File: src/rtl/mult_pipe_hs.sv
// Pipelined WIDTH_A x WIDTH_B multiplier with per-beat signedness and valid/ready backpressure.
// Optional sideband tag path enabled by defining MULT_PIPE_TAG_EN.
module mult_pipe_hs #(
  parameter int unsigned WIDTH_A = 32,
  parameter int unsigned WIDTH_B = 32,
  parameter int unsigned STAGES  = 3
`ifdef MULT_PIPE_TAG_EN
  , parameter int unsigned TAG_W = 4
`endif
) (
  input  logic                       clk,
  input  logic                       rst,
  input  logic                       in_valid,
  output logic                       in_ready,
  input  logic                       is_signed,
  input  logic [WIDTH_A-1:0]         multiplicand,
  input  logic [WIDTH_B-1:0]         multiplier,
  output logic                       out_valid,
  input  logic                       out_ready,
  output logic [WIDTH_A+WIDTH_B-1:0] product,
  output logic                       busy
`ifdef MULT_PIPE_TAG_EN
  , input  logic [TAG_W-1:0]         in_tag
  , output logic [TAG_W-1:0]         out_tag
`endif
);

  localparam int unsigned PW = WIDTH_A + WIDTH_B;

  logic               adv;
  logic [STAGES:1]    valid_q;
  logic [WIDTH_A-1:0] a_q;
  logic [WIDTH_B-1:0] b_q;
  logic               sgn_q;
  logic [PW-1:0]      ext_a;
  logic [PW-1:0]      ext_b;
  logic [PW-1:0]      mul_c;
  logic [PW-1:0]      prod_q [2:STAGES];

  // Whole pipeline moves together; it only freezes when the output holds an unaccepted product.
  assign adv       = !valid_q[STAGES] || out_ready;
  assign in_ready  = adv;
  assign out_valid = valid_q[STAGES];
  assign product   = prod_q[STAGES];
  assign busy      = |valid_q;

  // Extend both operands to the full product width, then a single PW x PW multiply truncated to PW.
  always_comb begin
    ext_a = '0;
    ext_b = '0;
    if (sgn_q) begin
      ext_a = PW'($signed(a_q));
      ext_b = PW'($signed(b_q));
    end else begin
      ext_a = PW'(a_q);
      ext_b = PW'(b_q);
    end
    mul_c = ext_a * ext_b;
  end

  // Valid bits shift every advance (bubbles included); data only loads behind a valid beat.
  always_ff @(posedge clk) begin
    if (rst) begin
      valid_q        <= '0;
      prod_q[STAGES] <= '0;
    end else if (adv) begin
      valid_q <= {valid_q[STAGES-1:1], in_valid};
      if (in_valid) begin
        a_q   <= multiplicand;
        b_q   <= multiplier;
        sgn_q <= is_signed;
      end
      if (valid_q[1]) prod_q[2] <= mul_c;
      for (int unsigned s = 3; s <= STAGES; s++) begin
        if (valid_q[s-1]) prod_q[s] <= prod_q[s-1];
      end
    end
  end

`ifdef MULT_PIPE_TAG_EN
  logic [TAG_W-1:0] tag_q [1:STAGES];

  assign out_tag = tag_q[STAGES];

  // Tag rides alongside the beat with the same load and stall rules as the data.
  always_ff @(posedge clk) begin
    if (rst) begin
      for (int unsigned s = 1; s <= STAGES; s++) tag_q[s] <= '0;
    end else if (adv) begin
      if (in_valid) tag_q[1] <= in_tag;
      for (int unsigned s = 2; s <= STAGES; s++) begin
        if (valid_q[s-1]) tag_q[s] <= tag_q[s-1];
      end
    end
  end
`endif

endmodule

File: config.mk
export PLATFORM = sky130hd
export DESIGN_NAME = mult_pipe_hs
export DESIGN_NICKNAME = d
export VERILOG_FILES = /design/src/rtl/mult_pipe_hs.sv
export SDC_FILE = /design/constraint.sdc
export NUM_CORES = 2
export LEC_CHECK = 0
export ABC_AREA = 1
export CAP_MARGIN = 20
export CORE_UTILIZATION = 25
export DETAILED_ROUTE_END_ITERATION = 8
export GPL_TIMING_DRIVEN = 0
export PLACE_DENSITY = 0.5
export SLEW_MARGIN = 10
export SYNTH_ARGS = -nofsm -noshare
export SYNTH_HDL_FRONTEND = slang
export SYNTH_SLANG_ARGS = --single-unit
File: constraint.sdc
create_clock -name clk -period 18.6 [get_ports clk]
set_input_delay 5.58 -clock clk [delete_from_list [all_inputs] [get_ports clk]]
set_output_delay 5.58 -clock clk [all_outputs]
set_load 0.005 [all_outputs]
* Yosys cells after proc, flatten, opt, wreduce, memory -nomap -nowiden
Memories as Yosys holds them, arrays and structs flattened.
Cells that the tools add are included.
** Word-level totals
- Register bits after elaboration :: 68
- Bits in writable memories :: 128
- Input bits :: 69
- Output and inout bits :: 67
- Logic and storage cells :: 25
- Memories kept :: 1
** Cells by class
- Multiply operators :: 1
- Mux-type cells :: 13
- Bitwise gates (word level) :: 2
- Reductions and logical operators :: 4
** Memory list
- prod_q :: words 2, width 64, rd ports 2, clocked after Yosys merged registers in 0, write ports 2, line 38 : logic [PW-1:0] prod_q [2:STAGES];
** Operators by type and width (number)
- 2-to-1 mux 64 bit :: 3
- multiplier 64 x 64 -> 64 bit :: 1
- 2-to-1 mux 1 bit :: 10
- AND reduction 3 bit :: 1
- OR reduction 3 bit :: 1
- logical NOT 1 bit :: 1
- logical OR 1 bit :: 1
- NOT 1 bit :: 1
- bitwise OR 1 bit :: 1

* Logic depth before layout (Yosys ltp)
- Word-level depth :: 6
- Gate-level depth with buffers :: 44
- Mapped depth without buffers :: 42

* Least setup slack after synthesis
No wires, ideal clock.
- Path type :: input to output
- Start :: input out_ready
- End :: output in_ready
- Arrival time :: 5.867 ns
- Data required time :: 13.020 ns
- Setup slack :: 7.153 ns
- Stages :: 2
- Buffers on the path :: 0
- Path through :: nor2_1 inv_1
** Between the ends
- Cells in the longest elaborated chain, start to end :: 1
** RTL lines
- from (decl) :: line 19 : input logic out_ready,
- logical OR 1 bit :: line 41 : assign adv = !valid_q[STAGES] || out_ready;
- to (decl) :: line 14 : output logic in_ready,
No other way between the ends.

* Final worst setup path
Ends and elaborated chain as after synthesis.

==> impl_metrics.ini <==
[run_status]
outcome = complete, no violations

[setup_path]
timing_worst_setup_path_type = input port to output port
critical_path_peak_fanout = 5
required_ps = 13020
type_of_origin_of_the_critical_path = input port
timing.critical_path.to_type = output port
worst_path_arrival_time_ps = 6960

[global_routing]
largest_net_degree_at_the_start_of_global_routing = 34
grt_util_all_layers_pct = 20.6
grt_pass1_wl_um = 332000
number_of_global_route_vias_before_repair = 45600
antenna_found_initial = 10
residual_overflow_from_global_routing = 0

[cts]
cts_sinks = 196
cts-resized-gates = 0
cts_tree = yes
clock_tree.htree_level_count = 4
cts_inserted_buffers = 17
post_cts_buffers = 0
cts-root-buf = sky130_fd_sc_hd__clkbuf_16
clk_path_buf_depth = 2
clk-insertion-delay-late_ps = 550
cts_hold_buf = 0
clkTransAtPathRegs_ps = 80

[sta]
max_fclk_ghz = 0.0797
timing.final.ws_setup_ps = 6060
unrepaired_setup_endpoints_after_global_routing = false
fin_crit_sh_pct = 67.4
hold-worst-slack_ps = 493
setup-violations-final = 0
finalWorstPathRequiredPeriod_ps = 12540
worst_clock_skew_ps = 38.5
final-hold-violation-count = 0
max-slew-margin-rel_pct = 10.3
finalMaxSlewViolations = 0
worst_slew_pin_slew_ps = 1340
finalSetupTns_ps = 0

[synth]
synth.avg_cell_area_sq_um = 8.61
yosys_warnings = 0
syn_inst = 6617
synth-seq-area-share_pct = 10.3
synthArstFlopShare_pct = 0
synth-edff-count = 193
synth_area_sq_mm = 0.0570
synth.distinct_cells = 42
synth_top_area_share_pct = 49.7
postSynthRegisterBits = 196
postSynthNetCount = 8413
synth_area_leaders = sky130_fd_sc_hd__fa_1 50%, sky130_fd_sc_hd__inv_1 15%, sky130_fd_sc_hd__edfxtp_1 10%, sky130_fd_sc_hd__nand2_1 8.9%, sky130_fd_sc_hd__ha_1 6.9%
dominantRegCellSynth = sky130_fd_sc_hd__edfxtp_1
synth_top_area_cell = sky130_fd_sc_hd__fa_1

[place]
dpl_worst_slack_ps = 6060
post_detailed_placement_half_perimeter_wirelength_um = 205000
buffer_ports.inserted = 135
place.gp.congestion = 0.992
placed_cells = 9794

[route]
drt_drc_violations_left = 0
detail_route.vias_per_cell = 4.35
wl_per_cell_um = 23.8
ant_nets = 0
totalWireLength_um = 234000
dr_vias = 42800
iteration_0_drc_markers = 3967
met3_layer_wire_length_in_the_routed_design_um = 23200
drt-met1-wl_um = 104000
met2_routed_wl_um = 97700
topRoutingLayerUsed = met5
drt_pass1_iterations = 6

[die]
fp.dieW_um = 479
pin_count = 136
coreArea_sq_mm = 0.226
initial_utilization_pct = 25.3
design.die.area_sq_mm = 0.230
row_count = 174
floorplan.die.height_um = 479

[run]
drv_cap = 0

[finish]
post_layout_nonfiller_instances = 9832
layout-drive-gt1-share_pct = 3.39
nets = 8622
synth_to_final_area_change_pct = 11.6

[worst_hold_path]
hold_class = flop to flop
metrics by stage:
step | utilization, % | area (sq um)
after floorplan | - | 57000
after global placement | 27.5 | 62000
after detailed placement | 27.9 | 62900
after CTS | 28.1 | 63500
after global routing | 28.2 | 63500
final | 28.2 | 63500
metal layers:
metal | up-vias | track usage, %
met3 | 323 | 5.39
met5 | - | 0
met2 | 1927 | 30.6
li1 | 18500 | -
met4 | 6 | 6.76
met1 | 22100 | 28.8
sequential cells by signal (all words and copies together), names as in the netlist:
register  cells
a_q          32
b_q          32
prod_q      128
sgn_q         1
valid_q       3
synthesized netlist by cell type (all sizes together), types with 11 or more instances:
cell / n
a21o: 11
xnor2: 15
o21bai: 13
ha: 313
inv: 2340
edfxtp: 193
nand3: 60
fa: 1414
xor2: 56
o21ai: 57
a21oi: 76
a31oi: 11
clkbuf: 263
nor2: 290
nand2: 1373
buf: 68
nor3: 15
logic make-up after synthesis:
logic type,share of synthesized area (%)
XOR/XNOR,1.09
AND/OR/NAND/NOR,12.1
flip-flops,10.3
buffers and inverters,18.0
AO/OA/AOI/OAI,1.88
adder cells (fa/ha/maj),56.6
layout make-up:
class / count / area (sq um)
diodes: 1 / 2.50
clock buffers: 17 / 425
flip-flops and latches: 196 / 5860
well taps: 2992 / 3740
clock inverters: 15 / 193
inverters: 2341 / 8790
repair buffers: 190 / 2170
multi-input cells: 3749 / 40900
plain buffers: 331 / 1510
fillers: 24400 / 162000
critical path: stages:
cell	delay [ps]
sky130_fd_sc_hd__clkdlybuf4s50_1	400
sky130_fd_sc_hd__nor2_1	320
sky130_fd_sc_hd__inv_1	180
sky130_fd_sc_hd__clkdlybuf4s50_1	480
path summary, 6_finish.rpt:
kind | cells past startpoint | startpoint | slack, ps | endpoint
worst max-delay path | 4 | out_ready | 6060 | in_ready
worst min-delay path | 2 | valid_q[1]$_SDFFE_PP0N_ | 490 | valid_q[1]$_SDFFE_PP0N_
worst max register to register | 30 | a_q[31]$_DFFE_PP_ | 7080 | prod_q[1][62]$_DFFE_PP_
worst min register to register | 2 | valid_q[1]$_SDFFE_PP0N_ | 490 | valid_q[1]$_SDFFE_PP0N_
cells in the final DEF (no fill, tap or decap), types with 9 or more instances in the layout:
cell type and instances:
sky130_fd_sc_hd__nor2_2 10, sky130_fd_sc_hd__edfxtp_1 193, sky130_fd_sc_hd__xnor2_1 15, sky130_fd_sc_hd__nand3_1 56
sky130_fd_sc_hd__nor3_1 12, sky130_fd_sc_hd__buf_4 66, sky130_fd_sc_hd__clkdlybuf4s50_1 135, sky130_fd_sc_hd__clkbuf_1 245
sky130_fd_sc_hd__a21o_1 11, sky130_fd_sc_hd__nand4_1 10, sky130_fd_sc_hd__o21bai_1 12, sky130_fd_sc_hd__inv_1 2332
sky130_fd_sc_hd__o21ai_1 9, sky130_fd_sc_hd__buf_6 17, sky130_fd_sc_hd__ha_1 313, sky130_fd_sc_hd__xor2_1 56
sky130_fd_sc_hd__fa_1 1414, sky130_fd_sc_hd__nand2_2 17, sky130_fd_sc_hd__clkbuf_2 18, sky130_fd_sc_hd__buf_8 28
sky130_fd_sc_hd__a31oi_1 11, sky130_fd_sc_hd__nor2_1 277, sky130_fd_sc_hd__a21oi_1 76, sky130_fd_sc_hd__nand2_1 1355
sky130_fd_sc_hd__o21ai_0 46, sky130_fd_sc_hd__clkbuf_16 17
Power is left out: the tool's default activity adds up to more than one toggle a clock period on the data nets, which glitch-free logic cannot reach.
